[src/rtl/spike_rate_decoder.sv]
// Spike-rate decoder: counts rising spike events over fixed windows and reports a
// rate/status result over a valid/ready handshake. Optional ISI timing via SPIKE_RATE_DECODER_ISI_EN.
module spike_rate_decoder #(
  parameter int WINDOW_CYCLES = 1024,
  parameter int ISI_W         = 16
) (
  input  logic             clk,
  input  logic             rst,
  input  logic             ena,
  input  logic             spike_in,
  output logic [7:0]       rate_out,
  output logic             out_valid,
  input  logic             out_ready,
  output logic [ISI_W-1:0] isi_out,
  output logic [1:0]       status
);

  localparam int WIN_W = (WINDOW_CYCLES > 2) ? $clog2(WINDOW_CYCLES) : 1;
  localparam logic [WIN_W-1:0] WIN_LAST = WIN_W'(WINDOW_CYCLES - 1);

  logic             spk_q;
  logic [WIN_W-1:0] win_cnt;
  logic [7:0]       evt_cnt;
  logic             sat;
  logic             evt;
  logic             close_win;
  logic             cnt_full;
  logic [7:0]       cnt_next;
  logic             sat_next;

  assign evt       = ena && spike_in && !spk_q;
  assign close_win = ena && (win_cnt == WIN_LAST);
  assign cnt_full  = (evt_cnt == 8'hFF);
  // Values as they would stand after this cycle, so a closing window includes its last event
  assign cnt_next  = (evt && !cnt_full) ? evt_cnt + 8'd1 : evt_cnt;
  assign sat_next  = sat || (evt && cnt_full);

  always_ff @(posedge clk or posedge rst) begin
    if (rst) begin
      spk_q <= 1'b0;
    end else if (ena) begin
      spk_q <= spike_in;
    end
  end

  always_ff @(posedge clk or posedge rst) begin
    if (rst) begin
      win_cnt <= '0;
      evt_cnt <= '0;
      sat     <= 1'b0;
    end else if (ena) begin
      if (close_win) begin
        win_cnt <= '0;
        evt_cnt <= '0;
        sat     <= 1'b0;
      end else begin
        win_cnt <= win_cnt + WIN_W'(1);
        evt_cnt <= cnt_next;
        sat     <= sat_next;
      end
    end
  end

  // The handshake runs regardless of ena so a consumer can always drain the result
  always_ff @(posedge clk or posedge rst) begin
    if (rst) begin
      rate_out  <= '0;
      status    <= '0;
      out_valid <= 1'b0;
    end else begin
      if (close_win) begin
        rate_out  <= cnt_next;
        status[0] <= sat_next;
        out_valid <= 1'b1;
        if (out_valid && !out_ready) begin
          status[1] <= 1'b1;
        end
      end else if (out_valid && out_ready) begin
        out_valid <= 1'b0;
      end
    end
  end

`ifdef SPIKE_RATE_DECODER_ISI_EN
  localparam logic WAIT_FIRST = 1'b0;
  localparam logic TIMING     = 1'b1;
  localparam logic [ISI_W-1:0] ISI_MAX = '1;

  logic             isi_state;
  logic [ISI_W-1:0] interval;
  logic [ISI_W-1:0] isi_reg;

  always_ff @(posedge clk or posedge rst) begin
    if (rst) begin
      isi_state <= WAIT_FIRST;
      interval  <= '0;
      isi_reg   <= '0;
    end else if (ena) begin
      case (isi_state)
        WAIT_FIRST: begin
          if (evt) begin
            isi_state <= TIMING;
            interval  <= '0;
          end
        end
        TIMING: begin
          if (evt) begin
            isi_reg  <= (interval == ISI_MAX) ? ISI_MAX : interval + ISI_W'(1);
            interval <= '0;
          end else if (interval != ISI_MAX) begin
            interval <= interval + ISI_W'(1);
          end
        end
        default: isi_state <= WAIT_FIRST;
      endcase
    end
  end

  always_ff @(posedge clk or posedge rst) begin
    if (rst) begin
      isi_out <= '0;
    end else if (close_win) begin
      isi_out <= isi_reg;
    end
  end
`else
  assign isi_out = '0;
`endif

endmodule
[config.mk]
export PLATFORM = sky130hd
export DESIGN_NAME = spike_rate_decoder
export DESIGN_NICKNAME = d
export VERILOG_FILES = /design/src/rtl/spike_rate_decoder.sv
export SDC_FILE = /design/constraint.sdc
export NUM_CORES = 1
export LEC_CHECK = 0
export CAP_MARGIN = 20
export CORE_MARGIN = 4
export CORE_UTILIZATION = 54
export DETAILED_ROUTE_END_ITERATION = 12
export DONT_BUFFER_PORTS = 1
export PLACE_DENSITY = 0.74
export SYNTH_ARGS = -nofsm -noshare
export SYNTH_HDL_FRONTEND = slang
export SYNTH_SLANG_ARGS = --single-unit
[constraint.sdc]
create_clock -name clk -period 1.4 [get_ports clk]
set_input_delay 0.28 -clock clk [delete_from_list [all_inputs] [get_ports clk]]
set_output_delay 0.28 -clock clk [all_outputs]
set_load 0.01 [all_outputs]
==> reports/metrics.sh <==
FINAL_CELL_MIX='sky130_fd_sc_hd__dfrtp_1 (29), sky130_fd_sc_hd__buf_4 (17), sky130_fd_sc_hd__conb_1 (16)'
PRE_ANTENNA_DRT_ITERS=4
GRT_PASS1_WL_UM=4890
CLKTRANSATPATHREGS_NS=0.09
TRITONCTS='yes'
TIMING.FINAL.WS_SETUP_NS=-0.0173
DRC_ERRORS=0
PATH_CLASS='reg -> reg'
UNREPAIRED_SETUP_ENDPOINTS_AFTER_GLOBAL_ROUTING='yes'
POST_SYNTH_TOP_FLOP='sky130_fd_sc_hd__dfrtp_1'
DETAIL_ROUTE.WL_PER_CELL_UM=15.4
YS_WARNINGS=0
NUMBER_OF_BUFFERS_INSERTED_DURING_CLOCK_TREE_SYNTHESIS=5
OUTCOME='finished with violations'
CLOCK_TREE.BUFFER_DEPTH=2
GRT_ANTENNA_BEFORE_REPAIR=0
PWR_DENSITY_CELL_nW_PER_UM2=1390
ROUTE.ANTENNA.REMAINING_NETS=0
LAYOUT.CELLS.MOST_COMMON='sky130_fd_sc_hd__dfrtp_1'
FMAXACHIEVABLE_GHz=0.706
SYNTH-SEQ-AREA-SHARE=0.496
TNS_NS=-0.0794
SKEW_NS=0.0131
DIE_X_UM=61.8
DELAY_OF_THE_SLOWEST_CELL_ON_THE_WORST_PATH_NS=0.36
CTSHTREEMAXLEVEL=2
VIAS_PER_CELL=5.42
SYNTH_CELL_TYPE_COUNT=38
DRT-TOTAL-WL_UM=3170
VIOLATED_CHECKS='setup timing'
GRT_PASS1_VIAS=1048
TIMING_MAX_TRANSITION_VIOLATIONS_FINAL=0
CORE-AREA_UM2=2760
WORST_EP_ARRIVAL_TIME_NS=1.64
DIEAREA_UM2=3820
BOUNDARYPINS=32
INITIAL_STANDARD_CELL_UTILIZATION_OF_THE_CORE=0.568
CHIP_HEIGHT_UM=61.8
NETS=182
TMIN_FINAL_NS=1.42
SHARE_OF_FLIP_FLOPS_WITH_AN_ASYNCHRONOUS_SET_OR_RESET=1.00
YOSYS-TOP-CELLS-AREA='sky130_fd_sc_hd__dfrtp_1 (50%), sky130_fd_sc_hd__buf_4 (8.2%), sky130_fd_sc_hd__nand2_1 (3.1%), sky130_fd_sc_hd__mux2_2 (2.9%), sky130_fd_sc_hd__nor2_1 (2.9%)'
WORST_HOLD_SLACK_NS=0.0250
CP-END-KIND='flop'
AREAGROWTHSYNTHTOFINISH_PCT=20.9
POST_ROUTE_FRACTION_OF_THE_PERIOD_CONSUMED_BY_THE_CRITICAL_PATH=1.01
GR-TOTAL-OVERFLOW=0
SYNTHCELLS=151
ANTENNADIODECOUNT=0
NUMBER_OF_PLACEMENT_ROWS=19
MAXCAPVIOLCOUNT=0
SYNTH-SEQ-CELLS=31
SYNTHDOMINANTAREACELLTYPE='sky130_fd_sc_hd__dfrtp_1'
SETUP_VIOLS_FINAL=7
LARGEST_NET_DEGREE_AT_THE_START_OF_GLOBAL_ROUTING=32
SYN-CELL-AREA_UM2=1570
DRTITER0DRC=45
WORSTPATHMAXFANOUT=7
P_LEAK_nW=0.921
CRITPATHSLOWESTCELL='sky130_fd_sc_hd__dfrtp_1'
WORST_HOLD_PATH_TYPE='in -> reg'
CP_DATA_REQUIRED_TIME_NS=1.62
CLOCK_LATENCY_NS=0.33
PLACE.PORT_BUFFERS=0
CRIT_PATH_START_KIND='flop'
DRIVE_GT1_FRAC=0.389
POST_DP_HPWL_UM=2150
REPORT.FINAL.HOLD_VIOL_COUNT=0
VDD.IR_DROP.WORST_mV=1.23
TOTAL_GLOBAL_ROUTE_TRACK_USAGE=0.179
VIAS=1117
SYNTH_EDF_COUNT=0
PLACE.GP.CONGESTION=0.788
CLOCK_TREE.ROOT_CELL='sky130_fd_sc_hd__clkbuf_4'
CTS_SINKS=31
FRACTION_OF_SYNTHESIZED_CELL_AREA_TAKEN_BY_THE_TOP_AREA_CELL_TYPE=0.496
SYNTH_AREA_PER_CELL_UM2=10.4
TIMING.CRITICAL_PATH.CELLS='nand4_1, nor3_4, buf_12, mux2_4'
DP_WORST_SETUP_SLACK_NS=-0.0798
path summary, 6_finish.rpt:
path	from	endpoint	slack, ns	depth (start not counted)
max in group asynchronous	rst	evt_cnt[4]	0.62	3
min reg2reg	sat	sat	0.52	2
max reg2reg	win_cnt[9]	rate_out[6]	-0.02	4
max	win_cnt[9]	rate_out[6]	-0.02	4
min in group asynchronous	rst	rate_out[3]	0.48	3
min	ena	win_cnt[1]	0.02	1
kinds of logic (layout without fill, tap and decap cells):
family                   count (synthesis)  count (layout)  synth area share
flip-flops                              31              31             0.496
multiplexers                             7               7            0.0480
AND/OR/NAND/NOR                         54              54             0.190
XOR/XNOR                                 7               7            0.0392
AO/OA/AOI/OAI                           25              25             0.104
other                                    1              16           0.00240
adder cells (fa/ha/maj)                  2               2            0.0160
buffers and inverters                   24              33             0.105
what timing repair did:
item	in CTS	in global routing
hold endpoints to repair	31	0
hold buffers	1	0
pin swaps	5	5
endpoints found under the setup margin	21	25
gates resized for setup	19	23
buffers inserted	2	1
final cells by class:
class	count	area, µm²
Clock buffer	6	51.3
Clock inverter	1	5.00
Fill cell	196	866
Inverter	4	15.0
Multi-Input combinational cell	111	808
Sequential cell	31	778
Tap cell	31	38.8
Timing Repair Buffer	22	195
stage by stage:
| step | area, µm² | power [mW] | util | std cells |
|---|---|---|---|---|
| global placement | 1650 | 1.81 | 0.598 | 195 |
| detailed placement | 1650 | 1.86 | 0.598 | 195 |
| CTS | 1800 | 2.48 | 0.652 | 205 |
| floorplan | 1620 | 1.61 | - | 166 |
| finish | 1890 | 2.63 | 0.686 | 206 |
| global route | 1890 | 2.81 | 0.686 | 206 |
state kept, by name, summed over array words and instances, names as in the netlist:
signal and flops:
evt_cnt 8, out_valid 1, rate_out 8, sat 1
spk_q 1, status 2, win_cnt 10
critical path: cells and delay by family (launching register included):
family                 cells  cell delay, ns
buffers and inverters      1            0.16
flip-flops                 1            0.36
multiplexers               1            0.29
AND/OR/NAND/NOR            2            0.49
synth_stat cells (2+ instances only):
library cell,instances
sky130_fd_sc_hd__a21oi_1,5
sky130_fd_sc_hd__a31o_2,2
sky130_fd_sc_hd__a31oi_1,3
sky130_fd_sc_hd__and2_1,5
sky130_fd_sc_hd__and3_1,5
sky130_fd_sc_hd__buf_4,17
sky130_fd_sc_hd__dfrtp_1,31
sky130_fd_sc_hd__ha_1,2
sky130_fd_sc_hd__inv_1,4
sky130_fd_sc_hd__mux2_2,4
sky130_fd_sc_hd__mux2i_1,3
sky130_fd_sc_hd__nand2_1,13
sky130_fd_sc_hd__nand3_1,6
sky130_fd_sc_hd__nand4_1,5
sky130_fd_sc_hd__nor2_1,12
sky130_fd_sc_hd__o21ai_0,5
sky130_fd_sc_hd__o21ai_1,2
sky130_fd_sc_hd__o21ai_2,2
sky130_fd_sc_hd__xnor2_1,3
sky130_fd_sc_hd__xor2_1,4
routing by layer:
metal	GRT usage	vias to the layer above	wire (µm)
met3	0.0517	5	161
met1	0.238	541	1380
met4	0.0818	0	41
met5	0	-	0
met2	0.269	31	1580
li1	-	540	-
power breakdown:
group	internal, mW	leakage [nW]	total [mW]	switching [mW]
clock network	0.232	0.0341	0.529	0.297
logic	0.462	0.483	0.878	0.415
registers	1.06	0.404	1.22	0.161
Power figures use the tool's default switching activity.
